===== src/rtl/gps_pkg.sv =====
`default_nettype none
// ============================================================================
// gps_pkg : shared types and constants for the correlator integrate-and-dump
// Rev 1.0 : initial release
// ============================================================================
package gps_pkg;
    localparam int c_acc_w = 16;
    localparam int c_cnt_w = 16;

    // A mixer product bit of 1 stands for -1, a bit of 0 for +1.
    localparam logic c_bit_minus = 1'b1;

    typedef enum logic [1:0] {
        IDLE      = 2'd0,
        ARMED     = 2'd1,
        INTEGRATE = 2'd2
    } corr_state_t;
endpackage
`default_nettype wire


===== src/rtl/corr_arm.sv =====
`default_nettype none
// ============================================================================
// corr_arm : one saturating +/-1 accumulator with clear, add-enable and a
//            sticky (per-interval) saturation flag
// Rev 1.0  : initial release
// ============================================================================
module corr_arm
    import gps_pkg::*;
#(
    parameter int ACC_W = c_acc_w
) (
    input  logic                    clk,
    input  logic                    reset_n,
    input  logic                    i_clr,
    input  logic                    i_add,
    input  logic                    i_bit,
    output logic signed [ACC_W-1:0] o_acc_nxt,
    output logic                    o_sat_nxt
);
    localparam logic signed [ACC_W-1:0] c_max = {1'b0, {(ACC_W-1){1'b1}}};
    localparam logic signed [ACC_W-1:0] c_min = {1'b1, {(ACC_W-1){1'b0}}};
    localparam logic signed [ACC_W-1:0] c_one = {{(ACC_W-1){1'b0}}, 1'b1};

    logic signed [ACC_W-1:0] r_acc;
    logic                    r_sat;
    logic signed [ACC_W-1:0] w_acc_nxt;
    logic                    w_clamp;

    // The next value includes this cycle's sample so the parent can dump it.
    always_comb begin
        w_acc_nxt = r_acc;
        w_clamp   = 1'b0;
        if (i_add) begin
            if (i_bit == c_bit_minus) begin
                if (r_acc == c_min) w_clamp   = 1'b1;
                else                w_acc_nxt = r_acc - c_one;
            end else begin
                if (r_acc == c_max) w_clamp   = 1'b1;
                else                w_acc_nxt = r_acc + c_one;
            end
        end
    end

    assign o_acc_nxt = w_acc_nxt;
    assign o_sat_nxt = r_sat | w_clamp;

    always_ff @(posedge clk or negedge reset_n) begin
        if (!reset_n) begin
            r_acc <= '0;
            r_sat <= 1'b0;
        end else if (i_clr) begin
            r_acc <= '0;
            r_sat <= 1'b0;
        end else begin
            r_acc <= w_acc_nxt;
            r_sat <= o_sat_nxt;
        end
    end
endmodule
`default_nettype wire


===== src/rtl/correlator_dump.sv =====
`default_nettype none
// ============================================================================
// correlator_dump : 1 ms integrate-and-dump of 1-bit prompt products with a
//                   valid/ready dump port. CORR_EARLY_LATE_EN adds E/L arms.
// Rev 1.0         : initial release
// ============================================================================
module correlator_dump
    import gps_pkg::*;
#(
    parameter int ACC_W = c_acc_w,
    parameter int CNT_W = c_cnt_w
) (
    input  logic                    clk,
    input  logic                    reset_n,
    input  logic                    enable,
    input  logic                    sample_valid,
    input  logic                    prompt_i,
    input  logic                    prompt_q,
    input  logic                    epoch,
    input  logic                    dump_ready,
    output logic                    dump_valid,
    output logic signed [ACC_W-1:0] dump_i,
    output logic signed [ACC_W-1:0] dump_q,
    output logic        [CNT_W-1:0] dump_count,
    output logic                    dump_sat,
    output logic                    overrun
`ifdef CORR_EARLY_LATE_EN
    ,
    input  logic                    early_i,
    input  logic                    early_q,
    input  logic                    late_i,
    input  logic                    late_q,
    output logic signed [ACC_W-1:0] dump_ei,
    output logic signed [ACC_W-1:0] dump_eq,
    output logic signed [ACC_W-1:0] dump_li,
    output logic signed [ACC_W-1:0] dump_lq
`endif
);
`ifdef CORR_EARLY_LATE_EN
    localparam int c_n_arms = 6;
`else
    localparam int c_n_arms = 2;
`endif
    localparam logic [CNT_W-1:0] c_cnt_max = '1;
    localparam logic [CNT_W-1:0] c_cnt_one = {{(CNT_W-1){1'b0}}, 1'b1};

    corr_state_t             r_state;
    logic                    r_en_d;
    logic [CNT_W-1:0]        r_cnt;
    logic [CNT_W-1:0]        w_cnt_nxt;
    logic                    w_integ;
    logic                    w_add;
    logic                    w_dump;
    logic                    w_clr;
    logic [c_n_arms-1:0]     w_arm_bit;
    logic [c_n_arms-1:0]     w_arm_sat;
    logic signed [ACC_W-1:0] w_arm_nxt [c_n_arms];

    assign w_arm_bit[0] = prompt_i;
    assign w_arm_bit[1] = prompt_q;
`ifdef CORR_EARLY_LATE_EN
    assign w_arm_bit[2] = early_i;
    assign w_arm_bit[3] = early_q;
    assign w_arm_bit[4] = late_i;
    assign w_arm_bit[5] = late_q;
`endif

    assign w_integ = enable && (r_state == INTEGRATE);
    assign w_add   = w_integ && sample_valid;
    assign w_dump  = w_integ && epoch;
    // Accumulators sit at zero outside INTEGRATE and restart after each dump.
    assign w_clr   = !w_integ || epoch;

    assign w_cnt_nxt = (w_add && (r_cnt != c_cnt_max)) ? r_cnt + c_cnt_one : r_cnt;

    for (genvar g = 0; g < c_n_arms; g++) begin : g_arm
        corr_arm #(.ACC_W(ACC_W)) u_arm (
            .clk       (clk),
            .reset_n   (reset_n),
            .i_clr     (w_clr),
            .i_add     (w_add),
            .i_bit     (w_arm_bit[g]),
            .o_acc_nxt (w_arm_nxt[g]),
            .o_sat_nxt (w_arm_sat[g])
        );
    end

    always_ff @(posedge clk or negedge reset_n) begin
        if (!reset_n) begin
            r_state    <= IDLE;
            r_en_d     <= 1'b0;
            r_cnt      <= '0;
            dump_valid <= 1'b0;
            dump_i     <= '0;
            dump_q     <= '0;
            dump_count <= '0;
            dump_sat   <= 1'b0;
            overrun    <= 1'b0;
`ifdef CORR_EARLY_LATE_EN
            dump_ei    <= '0;
            dump_eq    <= '0;
            dump_li    <= '0;
            dump_lq    <= '0;
`endif
        end else begin
            r_en_d <= enable;
            r_cnt  <= w_clr ? '0 : w_cnt_nxt;

            if (enable && !r_en_d) overrun <= 1'b0;

            // A new dump wins over a same-cycle read; only an unread overwrite is an overrun.
            if (w_dump) begin
                dump_valid <= 1'b1;
                dump_i     <= w_arm_nxt[0];
                dump_q     <= w_arm_nxt[1];
                dump_count <= w_cnt_nxt;
                dump_sat   <= |w_arm_sat;
`ifdef CORR_EARLY_LATE_EN
                dump_ei    <= w_arm_nxt[2];
                dump_eq    <= w_arm_nxt[3];
                dump_li    <= w_arm_nxt[4];
                dump_lq    <= w_arm_nxt[5];
`endif
                if (dump_valid && !dump_ready) overrun <= 1'b1;
            end else if (dump_valid && dump_ready) begin
                dump_valid <= 1'b0;
            end

            if (!enable) begin
                r_state <= IDLE;
            end else begin
                case (r_state)
                    IDLE:      r_state <= ARMED;
                    ARMED:     if (epoch) r_state <= INTEGRATE;
                    INTEGRATE: r_state <= INTEGRATE;
                    default:   r_state <= IDLE;
                endcase
            end
        end
    end
endmodule
`default_nettype wire

===== config.mk =====
export PLATFORM = sky130hd
export DESIGN_NAME = correlator_dump
export DESIGN_NICKNAME = d
export VERILOG_FILES = /design/src/rtl/gps_pkg.sv /design/src/rtl/corr_arm.sv /design/src/rtl/correlator_dump.sv
export SDC_FILE = /design/constraint.sdc
export NUM_CORES = 1
export LEC_CHECK = 0
export BUFFER_PORTS_ARGS = -buffer_cell sky130_fd_sc_hd__buf_2
export CAP_MARGIN = 0
export CORE_MARGIN = 3
export CORE_UTILIZATION = 45
export DETAILED_ROUTE_END_ITERATION = 7
export PLACE_DENSITY = 0.64
export SYNTH_ARGS = -nofsm -noshare
export SYNTH_HDL_FRONTEND = slang
export SYNTH_SLANG_ARGS = --single-unit

===== constraint.sdc =====
create_clock -name clk -period 3.69 [get_ports clk]
set_input_delay 0.369 -clock clk [delete_from_list [all_inputs] [get_ports clk]]
set_output_delay 0.369 -clock clk [all_outputs]
set_load 0.02 [all_outputs]

After elaboration in Yosys (flattened, before gate mapping)
Index checks and enable logic that the tools add are counted.
{ "totals": {"output_inout_bits": 51, "elab_cells": 72, "inputBits": 8, "ff_bits": 104} }
{ "classes": {"mux": 30, "n_reduce_logical": 14, "bitwise_logic": 2, "eq_ne": 8, "n_addsub": 5} }
{ "op_table": {"columns": ["op", "count"], "rows": [
  ["$mux W16", 12],
  ["$eq A16 B16 Y1 const B", 4],
  ["$add A16 B2 Y16 const B", 2],
  ["$sub A16 B2 Y16 const B", 2],
  ["$add A16 B1 Y16 const B", 1],
  ["$ne A16 B16 Y1 const B", 1],
  ["$mux W1", 15],
  ["$logic_and A1 B1 Y1", 7],
  ["$pmux W2 S3", 1],
  ["$mux W2", 2],
  ["$logic_not A1 Y1", 3],
  ["$ne A3 B3 Y1 const B", 1],
  ["$eq A2 B1 Y1 const B", 1],
  ["$eq A2 B2 Y1 const B", 1],
  ["$logic_not A2 Y1", 1],
  ["$or A1 B1 Y1", 2],
  ["$reduce_bool A2 Y1", 1],
  ["$reduce_or A2 Y1", 1],
  ["$logic_or A1 B1 Y1", 1]
]} }

Longest topological paths before layout
Gate-level depths: netlist (run 1).
{ "depth": {"word_depth": 6, "mapped_depth": 9, "mapped_depth_nobuf": 8} }

Hierarchy
A second synthesis (run 1) with hierarchy kept.
{ "hier_totals": {"cells_unflattened": 722, "hier_area_um2": 6613.8} }
{ "modules_own_cells": {"columns": ["module", "area_each_um2", "seq_area_each_um2", "instances", "cells_each"], "rows": [
  ["corr_arm", 1820.5, 425.4, 2, 203],
  ["correlator_dump", 2972.9, 1751.7, 1, 316]
]} }

Worst setup path after synthesis (run 1)
Ideal clock, no wire load.
{ "synth_timing": {"path_kind": "register to register", "startpoint": "register g_arm[0].u_arm.r_acc[2]", "endpoint": "register dump_i[12]", "setup_slack_ns": 1.099, "required_time_ns": 3.616, "path_buffers": 2, "arrival_time_ns": 2.517, "period_less_slack_ns": 2.591, "stages_incl_launch_ff": 9, "setup_ns": 0.074, "cell_sequence": "dfrtp_1 > buf_6 > or3_1 > clkbuf_2 > or4b_1 > or4_1 > mux2i_1 > a221o_2 > o21ai_2"} }
{ "synth_via": {"elab_chain_len": 4, "elab_cells_between_ends": 8, "classes_between": "2 x add/sub; 2 x eq/ne; 4 x mux"} }
{ "synth_rtl": {"columns": ["item", "line_no", "text"], "rows": [
  ["start, declared", "corr_arm.sv:24", "logic signed [ACC_W-1:0] r_acc;"],
  ["start signal, assigned", "corr_arm.sv:55", "r_acc <= w_acc_nxt;"],
  ["$add A16 B2 Y16 (tied with other cells)", "corr_arm.sv:39", "else w_acc_nxt = r_acc + c_one;"],
  ["$mux W16 (on tied branches)", "corr_arm.sv:38, corr_arm.sv:35", null],
  ["$mux W16 (*)", "corr_arm.sv:34", "if (i_bit == c_bit_minus) begin"],
  ["$mux W16 (*)", "corr_arm.sv:33", "if (i_add) begin"],
  ["end signal, assigned", "correlator_dump.sv:114", "dump_i <= w_arm_nxt[0];"],
  ["end, declared", "correlator_dump.sv:22", "output logic signed [ACC_W-1:0] dump_i,"]
]} }
Every way passes the cells marked *; elsewhere a longest branch is shown, timed or not.
A chain may end at the register's enable or synchronous reset.

Final worst setup path (run 1)
Ends and elaborated chain as after synthesis.

==> flow_metrics.tcl, run 1 <==
set metrics [dict create \
    clkLatencyLatePin_ps 360 \
    clockRootBuffer "clkbuf_16" \
    synth_top_area_share_pct 47.4 \
    cts.sinks 104 \
    rsz0062_at_grt "false" \
    finalSetupTns_ps 0 \
    finalPower_mw 2.68 \
    synth_edf_count 0 \
    core-area_mm2 0.0117 \
    num_rows 39 \
    start_util_pct 47.1 \
    place.gp.congestion 0.997 \
    seq_area_frac_synth_pct 47.4 \
    ant_nets 0 \
    p_leak_nw 2.70 \
    setup_viol 0 \
    finalCritPeriodShare_pct 73.8 \
    yosysWarnings 0 \
    yosysTopAreaCell "dfrtp_1" \
    status "finished clean" \
    synth.distinct_cells 60 \
    syn_area_mm2 0.00549 \
    yosysMostFrequentCell "dfrtp_1" \
    routedWlPerCell_um 16.0 \
    dp_hpwl_um 8880 \
    cts_max_level 3 \
    ios 59 \
    drt_iter0_drc 406 \
    num_vias 4614 \
    cts_buffers 9 \
    die_area_mm2 0.0136 \
    grtUsageTotal_pct 20.3 \
    cts.clk_slew.worst_paths_ps 70 \
    nets 666 \
    antenna_found_initial 0 \
    fin_skew_ps 10.5 \
    cp.required_ps 3970 \
    place_ws_ps 1010 \
    syn_avg_cell_area_um2 8.97 \
    crit_type "reg2reg" \
    grt_pass1_wl_um 21800 \
    async_flop_share_pct 100 \
    critPathSlowestCell "or3_1" \
    mappedNetlistNets 630 \
    hp-class "in2async" \
    cts_tree "built" \
    ir_worst_vdd_mv 0.379 \
    port_buffers 58 \
    final_hold_viol_count 0 \
    cts_resized 0 \
    crit_chain "or3_1 > or4b_1 > or4_1 > mux2i_1 > a221o_2 > o21ai_2" \
    crit_family "simple AND/OR/NAND/NOR gates" \
    max_cap_violations 0 \
    num_antenna_cells 0 \
    post-cts-setup-buffers 0 \
    ys_ff_latch 104 \
    use_met1_pct 28.5 \
    first_global_vias 4393 \
    busiest_layer "met2" \
    dr.pass1.iters 5 \
    syn2layout_area_growth_pct 12.4 \
    wl_um 12800 \
    vias_per_cell 5.80 \
    die_w_um 116 \
    synthCells 612 \
    use_met2_pct 31.3 \
    cp.buffers_inverters 0 \
    drc 0 \
    gr-total-overflow 0 \
    max_stage_delay_ps 530 \
    power.density_mw_per_mm2 435 \
    yosys-top-cells-count "dfrtp_1, nand2_1, nor2_1" \
    synth_area_leaders "dfrtp_1, o21ai_0, nand2_1" \
    max_freq_mhz 367 \
    r2r_cells 6 \
    arrival_ps 3000 \
    maxSlewViolCount 0 \
    max_slew_margin_pct 40.0 \
    hold_ws_ps 15.7 \
    worstSetupPathDepth 6 \
    die_h_um 116 \
    grt_use_met3_pct 5.65 \
    hold_buffers 0 \
    synth-main-ff-cell "dfrtp_1" \
    crit_fanout 8 \
    clk_path_buf_depth 2 \
    worstSetupStartpointType "flop" \
    drive_gt1_share_pct 14.4 \
    n_fill_cell 1093 \
    worst_slew_pin_slew_ps 892 \
    fin_crit_ps 2720 \
    grt_max_degree 53 \
    worstSetupEndpointType "flop" \
    fin_ws_ps 969 \
]
[cell type report]
type | instances | area (um^2) | share of cell area (%)
multi-input combinational | 459 | 2700 | 43.7
sequential | 104 | 2600 | 42.2
timing repair buffer | 64 | 350 | 5.68
clock buffer | 10 | 229 | 3.71
tap | 143 | 179 | 2.90
clock inverter | 6 | 73.8 | 1.20
inverter | 10 | 37.5 | 0.609
[layer usage]
layer  up-vias  routed length [um]
met1      2208                6030
met3        13                 743
met4         0                 119
li1       2258                   -
met2       135                5880
met5         -                   0
[where the power goes]
| part | switching, mW | internal [mW] |
|---|---|---|
| registers | 0.0426 | 1.21 |
| logic | 0.299 | 0.140 |
| clock network | 0.456 | 0.536 |
| total | 0.798 | 1.89 |
[path summary, 6_finish.rpt]
path	from	slack, ps	to
max	g_arm[0].u_arm.r_acc[2]$_DFF_PN0_	970	dump_i[12]$_DFFE_PN0P_
min	reset_n	20	dump_i[3]$_DFFE_PN0P_
max reg2reg	g_arm[0].u_arm.r_acc[2]$_DFF_PN0_	970	dump_i[12]$_DFFE_PN0P_
min reg2reg	dump_q[9]$_DFFE_PN0P_	470	dump_q[9]$_DFFE_PN0P_
max in group asynchronous	reset_n	2870	dump_count[8]$_DFFE_PN0P_
min in group clk	enable	200	r_en_d$_DFF_PN0_
[state kept, by name (all words and copies together), names as in the netlist]
signal	cells
dump_i	16
r_en_d	1
dump_count	16
r_cnt	16
dump_q	16
dump_sat	1
r_state	2
overrun	1
g_arm.u_arm.r_sat	2
dump_valid	1
g_arm.u_arm.r_acc	32
[per-stage QoR]
step / std cells / util [%] / instance area [um^2]
after CTS: 796 / 52.9 / 6170
final: 796 / 52.9 / 6170
after global placement: 780 / 50.3 / 5860
after floorplan: 612 / - / 5490
after detailed placement: 780 / 50.3 / 5860
after global routing: 796 / 52.9 / 6170
[cells in the final DEF (no fill, tap or decap), types with 4 or more instances in the layout]
master,n
nand2_1,79
nand3_1,26
nand4_1,15
xor2_1,27
mux2i_1,4
o21ai_0,60
a211oi_1,4
nand3b_1,4
a21oi_1,16
and3_1,10
nor4_1,13
or3_1,8
o211ai_1,4
ha_1,10
clkbuf_16,9
nor2_1,75
inv_1,9
buf_2,57
buf_4,6
dfrtp_1,104
xnor2_1,7
or4_1,4
nor3_1,21
and4_1,9
[cell families after synthesis]
group | after synthesis | synth area share [%]
buffers and inverters | 49 | 3.56
multiplexers | 7 | 1.35
flip-flops | 104 | 47.4
AO/OA/AOI/OAI | 119 | 13.5
adder cells (fa/ha/maj) | 10 | 2.28
AND/OR/NAND/NOR | 289 | 26.5
XOR/XNOR | 34 | 5.43
(Power assumes the default switching activity.)
==> run 2: changes to the inputs <==
==> constraint.sdc (replaced) <==
create_clock -name clk -period 2.6 [get_ports clk]
set_input_delay 0.26 -clock clk [delete_from_list [all_inputs] [get_ports clk]]
set_output_delay 0.26 -clock clk [all_outputs]
set_load 0.02 [all_outputs]
==> run 2 against run 1 <==
Die area stayed put. Core utilization increased by 2.0 points. Flip-flop and latch count unchanged. Hold slack improved by 87 ps. Maximum frequency grew 10%. Global-route usage grew 0.80 points. Sequential power is 42% higher. Non-clock buffer count is 26 higher. Clock-buffer cell count shrank 1. Register-to-register slack got worse by 840 ps. Design area rose by 3.7%. Combinational power up 46%. Critical path type unchanged. Critical endpoint is now dump_q[13]$_DFFE_PN0P_. Largest power group unchanged.
==> flow_metrics.tcl, run 2 (same netlist as run 1, synthesis figures left out) <==
set metrics [dict create \
    status "finished clean" \
    worstSetupEndpointType "flop" \
    wl_um 13200 \
    cts.clk_slew.worst_paths_ps 70 \
    cts_tree "built" \
    dp_hpwl_um 9500 \
    num_vias 4676 \
    final_cell_mix "dfrtp_1, nand2_1, nor2_1" \
    max_slew_margin_pct 60.8 \
    routedWlPerCell_um 16.1 \
    syn2layout_area_growth_pct 16.5 \
    crit_start "g_arm[1].u_arm.r_acc[10]$_DFF_PN0_" \
    die_h_um 116 \
    finalPower_mw 3.82 \
    cts_max_level 3 \
    r2r_end "dump_q[13]$_DFFE_PN0P_" \
    clockRootBuffer "clkbuf_16" \
    worst_slew_pin_slew_ps 586 \
    grt_pass1_wl_um 22600 \
    critPathSlowestCell "or4_1" \
    gr-total-overflow 0 \
    num_rows 39 \
    fin_crit_ps 2470 \
    n_fill_cell 1060 \
    cp.required_ps 2820 \
    place.gp.congestion 0.923 \
    clkLatencyLatePin_ps 350 \
    start_util_pct 47.1 \
    crit_end "dump_q[13]$_DFFE_PN0P_" \
    max_freq_mhz 405 \
    ir_worst_vdd_mv 0.588 \
    r2r_start "g_arm[1].u_arm.r_acc[10]$_DFF_PN0_" \
    p_leak_nw 2.84 \
    max_stage_delay_ps 600 \
    hp-class "in2reg" \
    cts.sinks 104 \
    vias_per_cell 5.70 \
    worstSetupStartpointType "flop" \
    die_area_mm2 0.0136 \
    arrival_ps 2680 \
    drc 0 \
    crit_fanout 7 \
    largest_register_ffs 32 \
    port_buffers 58 \
    final_common_cell "dfrtp_1" \
    post-cts-setup-buffers 0 \
    grtUsageTotal_pct 21.1 \
    power.density_mw_per_mm2 597 \
    rsz0062_at_grt "false" \
    drive_gt1_share_pct 18.1 \
    final_hold_viol_count 0 \
    setup_viol 0 \
    fin_skew_ps 9.41 \
    top_register "g_arm.u_arm.r_acc" \
    dr.pass1.iters 5 \
    drt_iter0_drc 373 \
    maxSlewViolCount 0 \
    crit_chain "or3_1 > or4_1 > o311ai_2 > a211oi_1 > a21oi_1 > o21ai_0" \
    antenna_found_initial 0 \
    r2r_slack_ps 130 \
    finalCritPeriodShare_pct 95.0 \
    crit_type "reg2reg" \
    num_antenna_cells 0 \
    cts_buffers 9 \
    ant_nets 0 \
    first_global_vias 4447 \
    nets 692 \
    max_cap_violations 0 \
    r2r_cells 6 \
    core-area_mm2 0.0117 \
    finalSetupTns_ps 0 \
    grt_max_degree 65 \
    clk_path_buf_depth 2 \
    die_w_um 116 \
    ios 59 \
    min_path_cells 1 \
]
## run 2: per-layer routing
metal	track usage (%)	wire, um	up-vias
met2	32.0	6050	126
met4	5.88	167	0
met3	4.40	643	13
met1	30.5	6380	2231
met5	0	0	-
li1	-	-	2306
## run 2: repair_timing
action,4_1_cts,5_1_grt
resized for setup,0,5
endpoints found under the setup margin,0,20
hold endpoints to repair,40,0
hold buffers,1,0
## run 2: layout make-up
cell class	count	area [um^2]	area share (%)
well taps	143	179	2.80
repair buffers	90	548	8.57
clock inverters	6	78.8	1.23
multi-input cells	459	2720	42.6
inverters	10	37.5	0.587
clock buffers	9	225	3.52
flip-flops and latches	104	2600	40.7
## run 2: report_power, final
group,internal [mW],total (mW),switching [mW]
Clock,0.760,1.40,0.642
Combinational,0.211,0.642,0.431
Sequential,1.72,1.78,0.0599
## run 2: metrics by stage
stage          area (um^2)  setup slack (ps)  utilization, %  hold slack (ps)  instances
6_report              6390               131            54.8              102        821
2_1_floorplan         5490              8.77               -            -35.6        612
4_1_cts               6370              67.6            54.6             83.7        821
5_1_grt               6390              10.6            54.8             93.5        821
3_5_place_dp          6050              94.9            51.9              283        805
3_3_place_gp          6050               151            51.9              277        805
## run 2: worst min path at each step
stage               slack (ps)  startpoint                                end
global placement           280     reset_n              dump_i[5]$_DFFE_PN0P_
detailed placement         280     reset_n  g_arm[0].u_arm.r_acc[4]$_DFF_PN0_
floorplan                  -40     reset_n          dump_count[0]$_DFFE_PN0P_
finish                     100      enable                   r_en_d$_DFF_PN0_
CTS                         80      enable                   r_en_d$_DFF_PN0_
global route                90      enable                   r_en_d$_DFF_PN0_
## run 2: worst max-delay path, delay by kind of cell (launching register included)
family | cells | cell delay, ps
and+or+nand+nor | 2 | 1090
AOI/OAI and AO/OA | 4 | 790
DFF | 1 | 450
